<file path="src/rtl/sbus_pkg.sv">
// Shared S.BUS constants, frame flag positions and the byte bit-reverse helper.
// Used by both the transmit framer and the receive path.
package sbus_pkg;

  localparam int unsigned SBUS_FRAME_BYTES  = 25;
  localparam int unsigned SBUS_FRAME_BITS   = 200;
  localparam int unsigned SBUS_NUM_CH       = 16;
  localparam int unsigned SBUS_CH_BITS      = 11;
  localparam int unsigned SBUS_CH_DATA_BITS = SBUS_NUM_CH * SBUS_CH_BITS;

  localparam logic [7:0]  SBUS_HDR       = 8'h0F;
  localparam logic [7:0]  SBUS_FTR       = 8'h00;
  localparam logic [10:0] SBUS_CH_CENTER = 11'd992;

  // Bit positions inside the standard (un-reversed) flag byte s[23]
  localparam int unsigned SBUS_FLAG_CH17     = 0;
  localparam int unsigned SBUS_FLAG_CH18     = 1;
  localparam int unsigned SBUS_FLAG_LOST     = 2;
  localparam int unsigned SBUS_FLAG_FAILSAFE = 3;

  typedef enum logic [1:0] {
    StIdle,
    StLoad,
    StSend
  } sbus_tx_state_e;

  function automatic logic [7:0] sbus_bitrev8(input logic [7:0] b);
    logic [7:0] r;
    for (int i = 0; i < 8; i++) begin
      r[i] = b[7-i];
    end
    return r;
  endfunction

endpackage

</file>
<file path="src/rtl/sbus_frame_timer.sv">
// Free-running frame period counter with a one-cycle tick on the last count.
// Held at zero while enable is low.
module sbus_frame_timer #(
  parameter int unsigned PERIOD_CYCLES = 700000
) (
  input  logic clk,
  input  logic resetn,
  input  logic enable,
  output logic tick
);

  localparam int unsigned CntW = (PERIOD_CYCLES > 1) ? $clog2(PERIOD_CYCLES) : 1;
  localparam logic [CntW-1:0] CntLast = CntW'(PERIOD_CYCLES - 1);

  logic [CntW-1:0] count_q, count_d;

  assign tick = enable && (count_q == CntLast);

  always_comb begin
    count_d = count_q;
    if (!enable || tick) begin
      count_d = '0;
    end else begin
      count_d = count_q + 1'b1;
    end
  end

  always_ff @(posedge clk or negedge resetn) begin
    if (!resetn) begin
      count_q <= '0;
    end else begin
      count_q <= count_d;
    end
  end

endmodule

</file>
<file path="src/rtl/sbus_encoder.sv">
// S.BUS transmit framer: shadows the channels, builds a 25-byte frame once per
// period and streams it over a valid/ready byte handshake. SBUS_FAILSAFE_EN adds the lost/failsafe counter.
module sbus_encoder
  import sbus_pkg::*;
#(
  parameter int unsigned CLK_HZ          = 50000000,
  parameter int unsigned FRAME_PERIOD_US = 14000,
  parameter int unsigned FAILSAFE_FRAMES = 3
) (
  input  logic                         clk,
  input  logic                         resetn,
  input  logic                         enable,
  input  logic [SBUS_CH_DATA_BITS-1:0] ch_data,
  input  logic [1:0]                   ch_dig,
  input  logic                         ch_load,
  output logic [7:0]                   tx_data,
  output logic                         tx_valid,
  input  logic                         tx_ready,
  output logic                         busy,
  output logic                         frame_start,
  output logic                         frame_done,
  output logic                         frame_overrun,
  output logic [SBUS_FRAME_BITS-1:0]   sbus_frame
);

  localparam int unsigned PERIOD_CYCLES = CLK_HZ / 1000000 * FRAME_PERIOD_US;
  localparam logic [4:0]  LastIdx       = 5'(SBUS_FRAME_BYTES - 1);

  sbus_tx_state_e              state_q, state_d;
  logic [4:0]                  idx_q, idx_d;
  logic [SBUS_FRAME_BITS-1:0]  frame_q, frame_d, frame_next;
  logic [SBUS_CH_DATA_BITS-1:0] shadow_ch_q;
  logic [1:0]                  shadow_dig_q;
  logic                        done_q, done_d;
  logic                        overrun_q;
  logic                        tick;
  logic                        frame_lost, failsafe;
  logic [7:0]                  flags;

  sbus_frame_timer #(
    .PERIOD_CYCLES(PERIOD_CYCLES)
  ) u_timer (
    .clk   (clk),
    .resetn(resetn),
    .enable(enable),
    .tick  (tick)
  );

  // Shadow loads regardless of FSM state; a concurrent LOAD sees the old value.
  always_ff @(posedge clk or negedge resetn) begin
    if (!resetn) begin
      shadow_ch_q  <= {SBUS_NUM_CH{SBUS_CH_CENTER}};
      shadow_dig_q <= '0;
    end else if (ch_load) begin
      shadow_ch_q  <= ch_data;
      shadow_dig_q <= ch_dig;
    end
  end

`ifdef SBUS_FAILSAFE_EN
  logic [2:0] lost_cnt_q, lost_cnt_d;

  always_comb begin
    lost_cnt_d = lost_cnt_q;
    if (ch_load) begin
      lost_cnt_d = '0;
    end else if (state_q == StLoad && lost_cnt_q != 3'd7) begin
      lost_cnt_d = lost_cnt_q + 3'd1;
    end
  end

  always_ff @(posedge clk or negedge resetn) begin
    if (!resetn) begin
      lost_cnt_q <= '0;
    end else begin
      lost_cnt_q <= lost_cnt_d;
    end
  end

  assign frame_lost = ({29'd0, lost_cnt_q} >= FAILSAFE_FRAMES);
  assign failsafe   = ({29'd0, lost_cnt_q} >= 2 * FAILSAFE_FRAMES);
`else
  assign frame_lost = 1'b0;
  assign failsafe   = 1'b0;
`endif

  // Whole frame is stored already bit-reversed, i.e. in wire order.
  always_comb begin
    flags                     = '0;
    flags[SBUS_FLAG_CH17]     = shadow_dig_q[0];
    flags[SBUS_FLAG_CH18]     = shadow_dig_q[1];
    flags[SBUS_FLAG_LOST]     = frame_lost;
    flags[SBUS_FLAG_FAILSAFE] = failsafe;
    frame_next                = '0;
    frame_next[7:0]           = sbus_bitrev8(SBUS_HDR);
    for (int b = 1; b <= 22; b++) begin
      frame_next[8*b +: 8] = sbus_bitrev8(shadow_ch_q[8*(b-1) +: 8]);
    end
    frame_next[8*23 +: 8] = sbus_bitrev8(flags);
    frame_next[8*24 +: 8] = sbus_bitrev8(SBUS_FTR);
  end

  always_comb begin
    state_d = state_q;
    idx_d   = idx_q;
    frame_d = frame_q;
    done_d  = 1'b0;
    unique case (state_q)
      StIdle: begin
        if (tick) begin
          state_d = StLoad;
        end
      end
      StLoad: begin
        frame_d = frame_next;
        idx_d   = '0;
        state_d = StSend;
      end
      StSend: begin
        if (tx_ready) begin
          if (idx_q == LastIdx) begin
            idx_d   = '0;
            done_d  = 1'b1;
            state_d = StIdle;
          end else begin
            idx_d = idx_q + 5'd1;
          end
        end
      end
      default: state_d = StIdle;
    endcase
  end

  always_ff @(posedge clk or negedge resetn) begin
    if (!resetn) begin
      state_q   <= StIdle;
      idx_q     <= '0;
      frame_q   <= '0;
      done_q    <= 1'b0;
      overrun_q <= 1'b0;
    end else begin
      state_q   <= state_d;
      idx_q     <= idx_d;
      frame_q   <= frame_d;
      done_q    <= done_d;
      overrun_q <= tick && busy;
    end
  end

  assign busy          = (state_q != StIdle);
  assign tx_valid      = (state_q == StSend);
  assign tx_data       = tx_valid ? frame_q[{idx_q, 3'b000} +: 8] : 8'h00;
  assign frame_start   = (state_q == StLoad);
  assign frame_done    = done_q;
  assign frame_overrun = overrun_q;
  assign sbus_frame    = frame_q;

endmodule
</file>
<file path="config.mk">
export PLATFORM = sky130hd
export DESIGN_NAME = sbus_encoder
export DESIGN_NICKNAME = d
export VERILOG_FILES = /design/src/rtl/sbus_pkg.sv /design/src/rtl/sbus_frame_timer.sv /design/src/rtl/sbus_encoder.sv
export SDC_FILE = /design/constraint.sdc
export NUM_CORES = 1
export LEC_CHECK = 0
export ABC_CLOCK_PERIOD_IN_PS = 2000
export CORE_MARGIN = 2
export CORE_UTILIZATION = 45
export CTS_BUF_LIST = sky130_fd_sc_hd__clkbuf_4 sky130_fd_sc_hd__clkbuf_8 sky130_fd_sc_hd__clkbuf_16
export CTS_CLUSTER_DIAMETER = 80
export DETAILED_ROUTE_END_ITERATION = 8
export GPL_TIMING_DRIVEN = 0
export PLACE_DENSITY = 0.79
export SLEW_MARGIN = 25
export SYNTH_ARGS = -nofsm -noshare
export SYNTH_HDL_FRONTEND = slang
export SYNTH_SLANG_ARGS = --single-unit
</file>
<file path="constraint.sdc">
create_clock -name clk -period 2 [get_ports clk]
set_input_delay 0.4 -clock clk [delete_from_list [all_inputs] [get_ports clk]]
set_output_delay 0.4 -clock clk [all_outputs]
set_load 0.03 [all_outputs]
</file>
==> reports/metrics.cfg <==
[clock_network]
h-tree-depth = 2
cts_buffer_depth = 3
cts.root.buffer_cell = clkbuf_16
cts_tree = built
cts_inserted_buffers = 44
insertion_delay_ns = 0.54
clk_pin_slew_ns = 0.06
numClockSinks = 386

[yosys]
avgSynthCellArea_um2 = 15.35
netlist_area_um2 = 16500
yosys_warnings = 0
yosys_most_used_dff = dfrtp_1
synth-seq-cells = 386
synth_edf_count = 0
yosysSeqAreaShare = 0.5915
synthCells = 1075
ys_async_sr_fraction = 1.000
synth.distinct_cells = 52

[die]
core_um2 = 36350
die_w_um = 195.5
rows = 70
floorplan.initialDensity = 0.4539
die_h_um = 195.5
die_area_um2 = 38210
ios = 396

[setup_path]
critPathSlowestCell = mux4_2
critical_path.max_stage_delay_ns = 0.57
reg2reg_depth = 9
crit_type = register to output pin
endpoint_kind = output pin
cp.arrival_ns = 2.57
crit_top_cell = buf_6
cp_max_fo = 5
critPathLaunchType = register
required_ns = 1.60
cp_cell_sequence = buf_6, buf_12, mux4_2, mux2i_4, o22ai_2, or2_4, buf_6

[sta]
timing.fmax_mhz = 336.7
rsz0062_at_grt = yes
tns_ns = -7.103
finalSetupViolCount = 8
fin_crit_ns = 2.970
maxSlewViolCount = 0
slew_headroom = 0.4428
clock_skew_ns = 0.01029
worstMarginPinSlew_ns = 0.8358
fin_ws_ns = -0.9700
final-hold-violation-count = 0
fin_crit_sh = 1.485

[placement]
io_buffers = 376
hpwl_mm = 36.17
gp_congestion = 0.8571

[power_and_ir_drop]
swShare = 0.2728
ir_drop_mv = 0.7301
internal_power_mw = 15.81
seq_power_share = 0.397
clkPwrFrac = 0.387
combinationalPowerShare = 0.217
finalPower_mw = 21.74
switchingPower_mw = 5.931
p_leak_nw = 11.09
power_density_nw_per_um2 = 944.4

[final_layout]
nets = 1729
drive_above_1_share = 0.4629
final_cell_mix = 369 x mux2_2, 303 x dfrtp_1, 180 x clkdlybuf4s50_1
area_growth_pct = 39.51
mostFrequentLayoutCell = mux2_2
nFillCells = 2784

[global_route]
grt_pass1_vias = 11690
grt_max_degree = 96
antenna_found_initial = 3
track_usage = 0.2614
overflow = 0
grt_pass1_wl_mm = 74.26

[flow_run]
maxCapViolCount = 0

[outcome]
violations = negative setup slack
outcome = finished, violations left

[min_path]
hp-class = input pin to async pin

[drt]
drc = 0
via_per_inst = 5.404
drt_iter0_markers = 566
wl_per_cell_um = 24.38
routed_wl_mm = 49.90
antenna_left = 0
vias = 11060
first_pass_iters = 5

## synth_stat cells (all sizes together), types with 2 or more instances
cell    instances  area share
nand4b          2      0.0011
clkbuf         11      0.0025
nand3          13      0.0039
nor4            4      0.0015
a22oi           6      0.0027
xnor2           2      0.0011
mux2i          11      0.0067
inv             9      0.0020
and3            3      0.0011
ha              3      0.0023
dfrtp         306        0.46
o31ai           4      0.0027
nor2b           4      0.0015
a32o            2      0.0012
o21ai          15      0.0046
or3             7      0.0027
nand4           6      0.0023
mux4           32       0.046
nor2           23      0.0054
dfstp          80        0.13
and2            3      0.0011
or4             2     0.00091
nand2          15      0.0034
a221oi         13      0.0069
a21oi          13      0.0039
o22ai           7      0.0027
or2             5      0.0019
nor3            4      0.0012
xor2           10      0.0053
nor3b           2     0.00091
mux2          369        0.25
and4            5      0.0027
buf            73       0.029
o32ai           2      0.0011
## cell type report
class	count	area (µm²)	share of cell area
Antenna cell	2	5.005	0.0002174
Buffer	83	621.8	0.02702
Clock buffer	69	1369	0.05947
Clock inverter	11	158.9	0.006904
Inverter	10	62.56	0.002718
Multi-Input combinational cell	612	6531	0.2838
Sequential cell	386	9763	0.4242
Tap cell	468	585.6	0.02544
Timing Repair Buffer	406	3920	0.1703
## per-layer routing
metal / GRT usage / share of wire / up-vias
met3: 0.07427 / 0.071 / 109
met2: 0.4265 / 0.48 / 381
met1: 0.3277 / 0.41 / 5730
met5: 0 / 0.00030 / -
met4: 0.1105 / 0.042 / 2
li1: - / - / 4839
## critical path: cells and delay by family, from the launching register on
kind / cells / cell delay [ns]
mux: 2 / 0.81
buf+inv: 3 / 0.46
flops: 1 / 0.38
simple gates: 1 / 0.25
compound gates: 1 / 0.12
## stage by stage
stage | hold WS [ns] | area, µm² | utilization | worst slack, ns | cells
6_report | 0.3655 | 23020 | 0.6333 | -0.9700 | 2047
5_1_grt | 0.3928 | 23020 | 0.6333 | -1.020 | 2047
4_1_cts | 0.3594 | 22800 | 0.6272 | -0.9906 | 2029
3_5_place_dp | 0.3386 | 21080 | 0.5799 | -1.269 | 1940
3_3_place_gp | 0.4586 | 20960 | 0.5767 | -15.96 | 1936
2_1_floorplan | 0.1044 | 16610 | - | -0.03513 | 1092
## sequential cells by signal, summed over array words and instances (netlist names)
| name | count |
|---|---|
| shadow_dig_q | 2 |
| sbus_frame | 179 |
| idx_q | 5 |
| frame_overrun | 1 |
| u_timer.count_q | 20 |
| shadow_ch_q | 176 |
| state_q | 2 |
| frame_done | 1 |
## worst paths after layout
| kind | startpoint | to | slack (ns) |
|---|---|---|---|
| worst min register to register | u_timer.count_q[0] | u_timer.count_q[0] | 0.49 |
| worst max-delay path | idx_q[0] | tx_data[1] | -0.97 |
| worst min-delay path | resetn | shadow_ch_q[143] | 0.37 |
| worst max register to register | idx_q[0] | idx_q[3] | 0.03 |
| min in group clk | ch_data[168] | shadow_ch_q[168] | 0.47 |
| max in group asynchronous | resetn | shadow_ch_q[7] | 0.34 |
## power groups by stage
stage	sequential, mW	combinational [mW]	clock (mW)
finish	8.63	4.71	8.40
global route	8.68	4.98	8.87
CTS	8.61	4.46	8.53
detailed placement	8.73	3.81	0
global placement	8.72	3.73	0
floorplan	8.66	2.26	0
## repair_timing
action | 4_1_cts | 5_1_grt
endpoints found under the setup margin | 374 | 30
gates resized for setup | 330 | 29
endpoints found under the hold margin | 36 | 0
setup buffers | 8 | 16
hold buffers | 1 | 0
pin swaps | 8 | 15
gates cloned | 1 | 0
## cells by family after synthesis
logic type,Yosys count,synth area share
xor+xnor,12,0.006370
fa+ha+maj,3,0.002275
compound gates,65,0.02730
mux,412,0.3045
other cells,1,0.0002273
simple gates,102,0.03390
flops,386,0.5915
buf+inv,94,0.03390
No activity file was read; power rests on OpenSTA's default activity.
==> RTL change 1, RTL diff (same flow settings) <==
Change the package constant `SBUS_FRAME_BITS` from 200 to 400.
--- a/src/rtl/sbus_pkg.sv
+++ b/src/rtl/sbus_pkg.sv
@@ -5,3 +5,3 @@
   localparam int unsigned SBUS_FRAME_BYTES  = 25;
-  localparam int unsigned SBUS_FRAME_BITS   = 200;
+  localparam int unsigned SBUS_FRAME_BITS   = 400;
   localparam int unsigned SBUS_NUM_CH       = 16;
Interface: changed (resized sbus_frame); port bits go from 396 to 596. The function was not compared with the original's and may differ.
==> RTL change 1 against the unedited design <==
The run still ends with negative setup slack left; worst setup slack worse by 0.043 ns; total power grew 5.0%; register-to-register slack got worse by 0.37 ns; hold slack got worse by 0.052 ns; global-route usage increased by 0.072 points; critical path depth did not move; routed wire length increased by 12%; synthesized cell count grew 19%; cell area increased by 10%; non-clock buffer count grew 195; die area up 8.9%; sequential cell count is the same; synthesized area rose by 9.1%.
==> RTL change 1: results (changes against the unedited design) <==
| Metric | Value |
|---|---|
| First-pass GRT wire length | 80300 um (+8.1%) |
| Layout Nets | 2123 (+23%) |
| Antenna diodes | 8 (+6) |
| Placed instance count | 2397 (+24%) |
| #MultiIn Comb | 812 (+33%) |
| WL per Instance | 22.3 um (-8.3%) |
| Clk cell area share | 0.0614 (-0.00499) |
| Register area share after synthesis | 0.542 (-0.0493) |
| Multi-input gate area in the final layout | 0.00731 mm^2 (+12%) |
| Met3 Use GR | 0.0612 (-0.0130) |
| Layout clock buffer count | 62 (-10%) |
| Clock Skew | 0.0309 ns (+0.0206 ns) |
| DP Worst Slack | -1.28 ns (-0.0144 ns) |
| Dpl hpwl | 41400 um (+14%) |
| Switch share | 0.295 (+0.0220) |
| Area grow syn2layout | 41.1% |
| R2R depth | 13 (+4) |
| Largest net degree at the start of global routing | 97 (+1.0%) |
| Non-clock buffer share | 0.237 (+0.0400) |
| Skew-Pair Late Insertion Delay | 0.59 ns (+0.05 ns) |
| Total GRT Usage | 0.262 (+0.000715) |
| Final setup viols | 16 (+8) |
| Num CTS Buffers | 43 (-2.3%) |
| Failing checks | negative setup slack |
| Syn avg cell area | 14.1 um^2 (-8.0%) |
| Post-DP Area | 0.0234 mm^2 (+11%) |
| Post-Synth XOR/XNOR Area | 0.00584 (-0.000531) |
| Status | finished, violations left |
| Non-filler cells, final | 2504 (+22%) |
| # resized after CTS | 317 (-3.9%) |
| M1 GR Usage | 0.320 (-0.00800) |
| Tightest Pin Transition | 0.848 ns (+0.0121 ns) |
| Cell area after synthesis | 0.0180 mm^2 (+9.1%) |
| Via count | 12400 (+12%) |
| Initial antenna violation count | 7 (+4) |
| Synth Area in Compound Gates | 0.0250 (-0.00228) |
| Top Metal Used | met4 |
| Ranking of synthesized cells by area | dfrtp_1, mux2_2, dfstp_2, buf_4, mux4_2 |
| Metal2 WL | 27600 um (+15%) |
| Worst R2R Setup Slack | -0.34 ns (-0.37 ns) |
| Vias in the first global route | 12500 (+7.2%) |
| # port buffers | 376 (unchanged) |
| Buffers, non-clock | 684 (+40%) |
| DRT met1 WL | 21600 um (+6.6%) |
| Adder-cell area share of the yosys netlist | 0.00209 (-0.000190) |
| Global routing usage on met2 | 0.435 (+0.00843) |
| Lkg Pwr | 12.7 nW (+15%) |
| Synth top cells by count | mux2_2, dfrtp_1, buf_4, dfstp_2, buf_2 |
| Starting DRT DRC Count | 650 (+15%) |
| Sequential standard cell area | 0.00976 mm^2 (unchanged) |
| Mux share of post-synthesis cell area | 0.279 (-0.0254) |
| Inverters, non-clock | 10 (unchanged) |
| Peak VDD IR | 0.681 mV (-6.7%) |
| Crit path capture | tx_data[0] |
| GPL Wtd Cong | 0.918 (+7.1%) |
| Final worst slack | -1.01 ns (-0.0427 ns) |
| Met3 Wirelength | 3840 um (+8.6%) |
| Netlist cell types | 52 (unchanged) |
| Layout cell share with drive strength beyond 1 | 0.470 (+0.00742) |
[RTL change 1: changes by cell type after synthesis]
cell,unedited run,this run
buf_4,33,233
[RTL change 1: power by group through the flow]
stage	clock, mW	combinational, mW	sequential (mW)
floorplan	0	3.05	8.66
global placement	0	4.48	8.72
detailed placement	0	4.58	8.74
CTS	8.72	5.04	8.62
global route	9.08	5.87	8.68
finish	8.58	5.59	8.64
[RTL change 1: worst max-delay path: stages, from the launching register on]
cell     delay, ns
dfrtp_1       0.41
buf_8         0.17
buf_12        0.14
mux4_2        0.53
mux2i_4       0.28
o22ai_2       0.13
or2_4         0.25
buf_6         0.14
[RTL change 1: stage by stage]
| step | hold slack (ns) | setup TNS (ns) |
|---|---|---|
| final | 0.314 | -9.26 |
| after global routing | 0.318 | -10.69 |
| after CTS | 0.277 | -8.13 |
| after detailed placement | 0.313 | -56.99 |
| after global placement | 0.457 | -5767.81 |
| after floorplan | 0.104 | -0.0595 |
==> RTL change 2, RTL diff (same settings) <==
Made on the original files. The output `frame_overrun` loses its register stage (`overrun_q` becomes a continuous assignment).
--- a/src/rtl/sbus_encoder.sv
+++ b/src/rtl/sbus_encoder.sv
@@ -139,3 +139,2 @@
       done_q    <= 1'b0;
-      overrun_q <= 1'b0;
     end else begin
@@ -145,5 +144,6 @@
       done_q    <= done_d;
-      overrun_q <= tick && busy;
     end
   end
+
+  assign overrun_q = tick && busy;
 
Behaviour: no difference found for any inputs over 10 cycles, from zero or initial values and one cycle with resetn low; that may be too few to reach the edited logic, so the function may still have changed.
==> RTL change 2 against the unedited design <==
Final cell count rose by 0.49%; total power rose by 0.41%; critical path type unchanged; worst setup slack got worse by 0.12 ns; sequential cell count fell by 1; fmax fell by 3.8%; synthesized area fell by 0.15%; routed wire length fell by 0.25%; synthesized cell count barely moved; die area fell by 0.15%; cell area rose by 0.45%; sequential power barely moved; the run still ends with negative setup slack left; hold slack got worse by 0.011 ns; count of clock-buffer cells in the layout fell by 6.
==> RTL change 2: results (changes against the unedited design) <==
| Metric | Value |
|---|---|
| Failing checks | negative setup slack |
| Peak VDD IR | 0.680 mV (-6.9%) |
| Post-Synth XOR/XNOR Area | 0.00638 (+0.00000968) |
| GPL Wtd Cong | 0.861 (+0.43%) |
| M1 GR Usage | 0.330 (+0.00229) |
| Starting DRT DRC Count | 553 (-2.3%) |
| Layout Nets | 1734 (+0.29%) |
| Clock Skew | 0.0362 ns (+0.0259 ns) |
| Met3 Use GR | 0.0644 (-0.00984) |
| DRT Pass-1 Iters | 6 (+1) |
| # resized after CTS | 345 (+4.5%) |
| Layout cell share with drive strength beyond 1 | 0.472 (+0.00865) |
| Ranking of synthesized cells by area | dfrtp_1, mux2_2, dfstp_2, mux4_2, mux4_1 |
| Initial antenna violation count | 7 (+4) |
| Final setup viols | 15 (+7) |
| Total GRT Usage | 0.263 (+0.00142) |
| Clock power share | 0.377 (-0.010) |
| Synth Area in Compound Gates | 0.0273 (+0.0000415) |
| Dpl hpwl | 36000 um (-0.60%) |
| Num CTS Buffers | 43 (-2.3%) |
| Metal2 WL | 24400 um (+1.6%) |
| Mux share of post-synthesis cell area | 0.305 (+0.000463) |
| Met3 Wirelength | 3210 um (-9.3%) |
| Synth top cells by count | mux2_2, dfrtp_1, dfstp_2, buf_2, buf_4 |
| Lkg Pwr | 11.0 nW (-0.56%) |
| Global routing usage on met2 | 0.433 (+0.00701) |
| WL per Instance | 24.2 um (-0.74%) |
| Status | finished, violations left |
| Via count | 11100 (+0.65%) |
| Vias in the first global route | 12000 (+2.7%) |
| Sequential cell power | 8.61 mW (about the same) |
| Final worst slack | -1.09 ns (-0.117 ns) |
| Adder-cell area share of the yosys netlist | 0.00228 (+0.00000346) |
| Skew-Pair Late Insertion Delay | 0.57 ns (+0.03 ns) |
| Ys flop type | dfrtp_1 |
| Largest net degree at the start of global routing | 98 (+2.1%) |
| DRT met1 WL | 20100 um (-0.51%) |
| Worst path top cell family by delay | buffers and inverters |
| Sw power | 6.09 mW (+2.6%) |
| Rel. slew slack | 0.447 (+0.00460) |
| Crit path max fanout | 6 (+1) |
| Register area share after synthesis | 0.591 (-0.000620) |
| Setup Fix Bufs, Post-CTS | 25 (+17) |
| Critical path arrival | 2.69 ns (+0.12 ns) |
| Final TNS setup | -8.91 ns (-1.81 ns) |
| First-pass GRT wire length | 74600 um (+0.44%) |
[RTL change 2: layout make-up]
| cell class | count | area, um^2 | share of cell area |
|---|---|---|---|
| well taps | 468 | 586 | 0.0253 |
| flip-flops and latches | 385 | 9740 | 0.421 |
| multi-input cells | 612 | 6610 | 0.286 |
| clock inverters | 16 | 206 | 0.00893 |
| plain buffers | 82 | 606 | 0.0262 |
| diodes | 7 | 17.5 | 0.000758 |
| clock buffers | 63 | 1280 | 0.0555 |
| inverters | 10 | 48.8 | 0.00211 |
| repair buffers | 414 | 4030 | 0.174 |
[RTL change 2: through the flow]
stage / hold WS, ns / cell area [um^2] / power, mW / instances / setup slack, ns
finish: 0.355 / 23100 / 21.8 / 2057 / -1.09
global placement: 0.461 / 20900 / 12.4 / 1935 / -15.83
floorplan: 0.104 / 16600 / 10.9 / 1091 / -0.0475
CTS: 0.349 / 22900 / 21.7 / 2044 / -1.08
detailed placement: 0.366 / 21100 / 12.5 / 1939 / -1.28
global route: 0.387 / 23100 / 22.7 / 2056 / -1.18
[RTL change 2: path summary, 6_finish.rpt]
kind / from / end / slack (ns) / cells past startpoint
min in group clk: ch_data[129] / shadow_ch_q[129]$_DFFE_PN1P_ / 0.44 / 2
max in group asynchronous: resetn / shadow_ch_q[7]$_DFFE_PN1P_ / 0.43 / 4
worst max-delay path: idx_q[0]$_DFFE_PN0P_ / tx_data[2] / -1.09 / 9
worst min-delay path: resetn / sbus_frame[51]$_DFFE_PN0P_ / 0.35 / 2
worst max register to register: idx_q[0]$_DFFE_PN0P_ / idx_q[3]$_DFFE_PN0P_ / -0.10 / 11
worst min register to register: u_timer.count_q[0]$_DFF_PN0_ / u_timer.count_q[0]$_DFF_PN0_ / 0.49 / 1
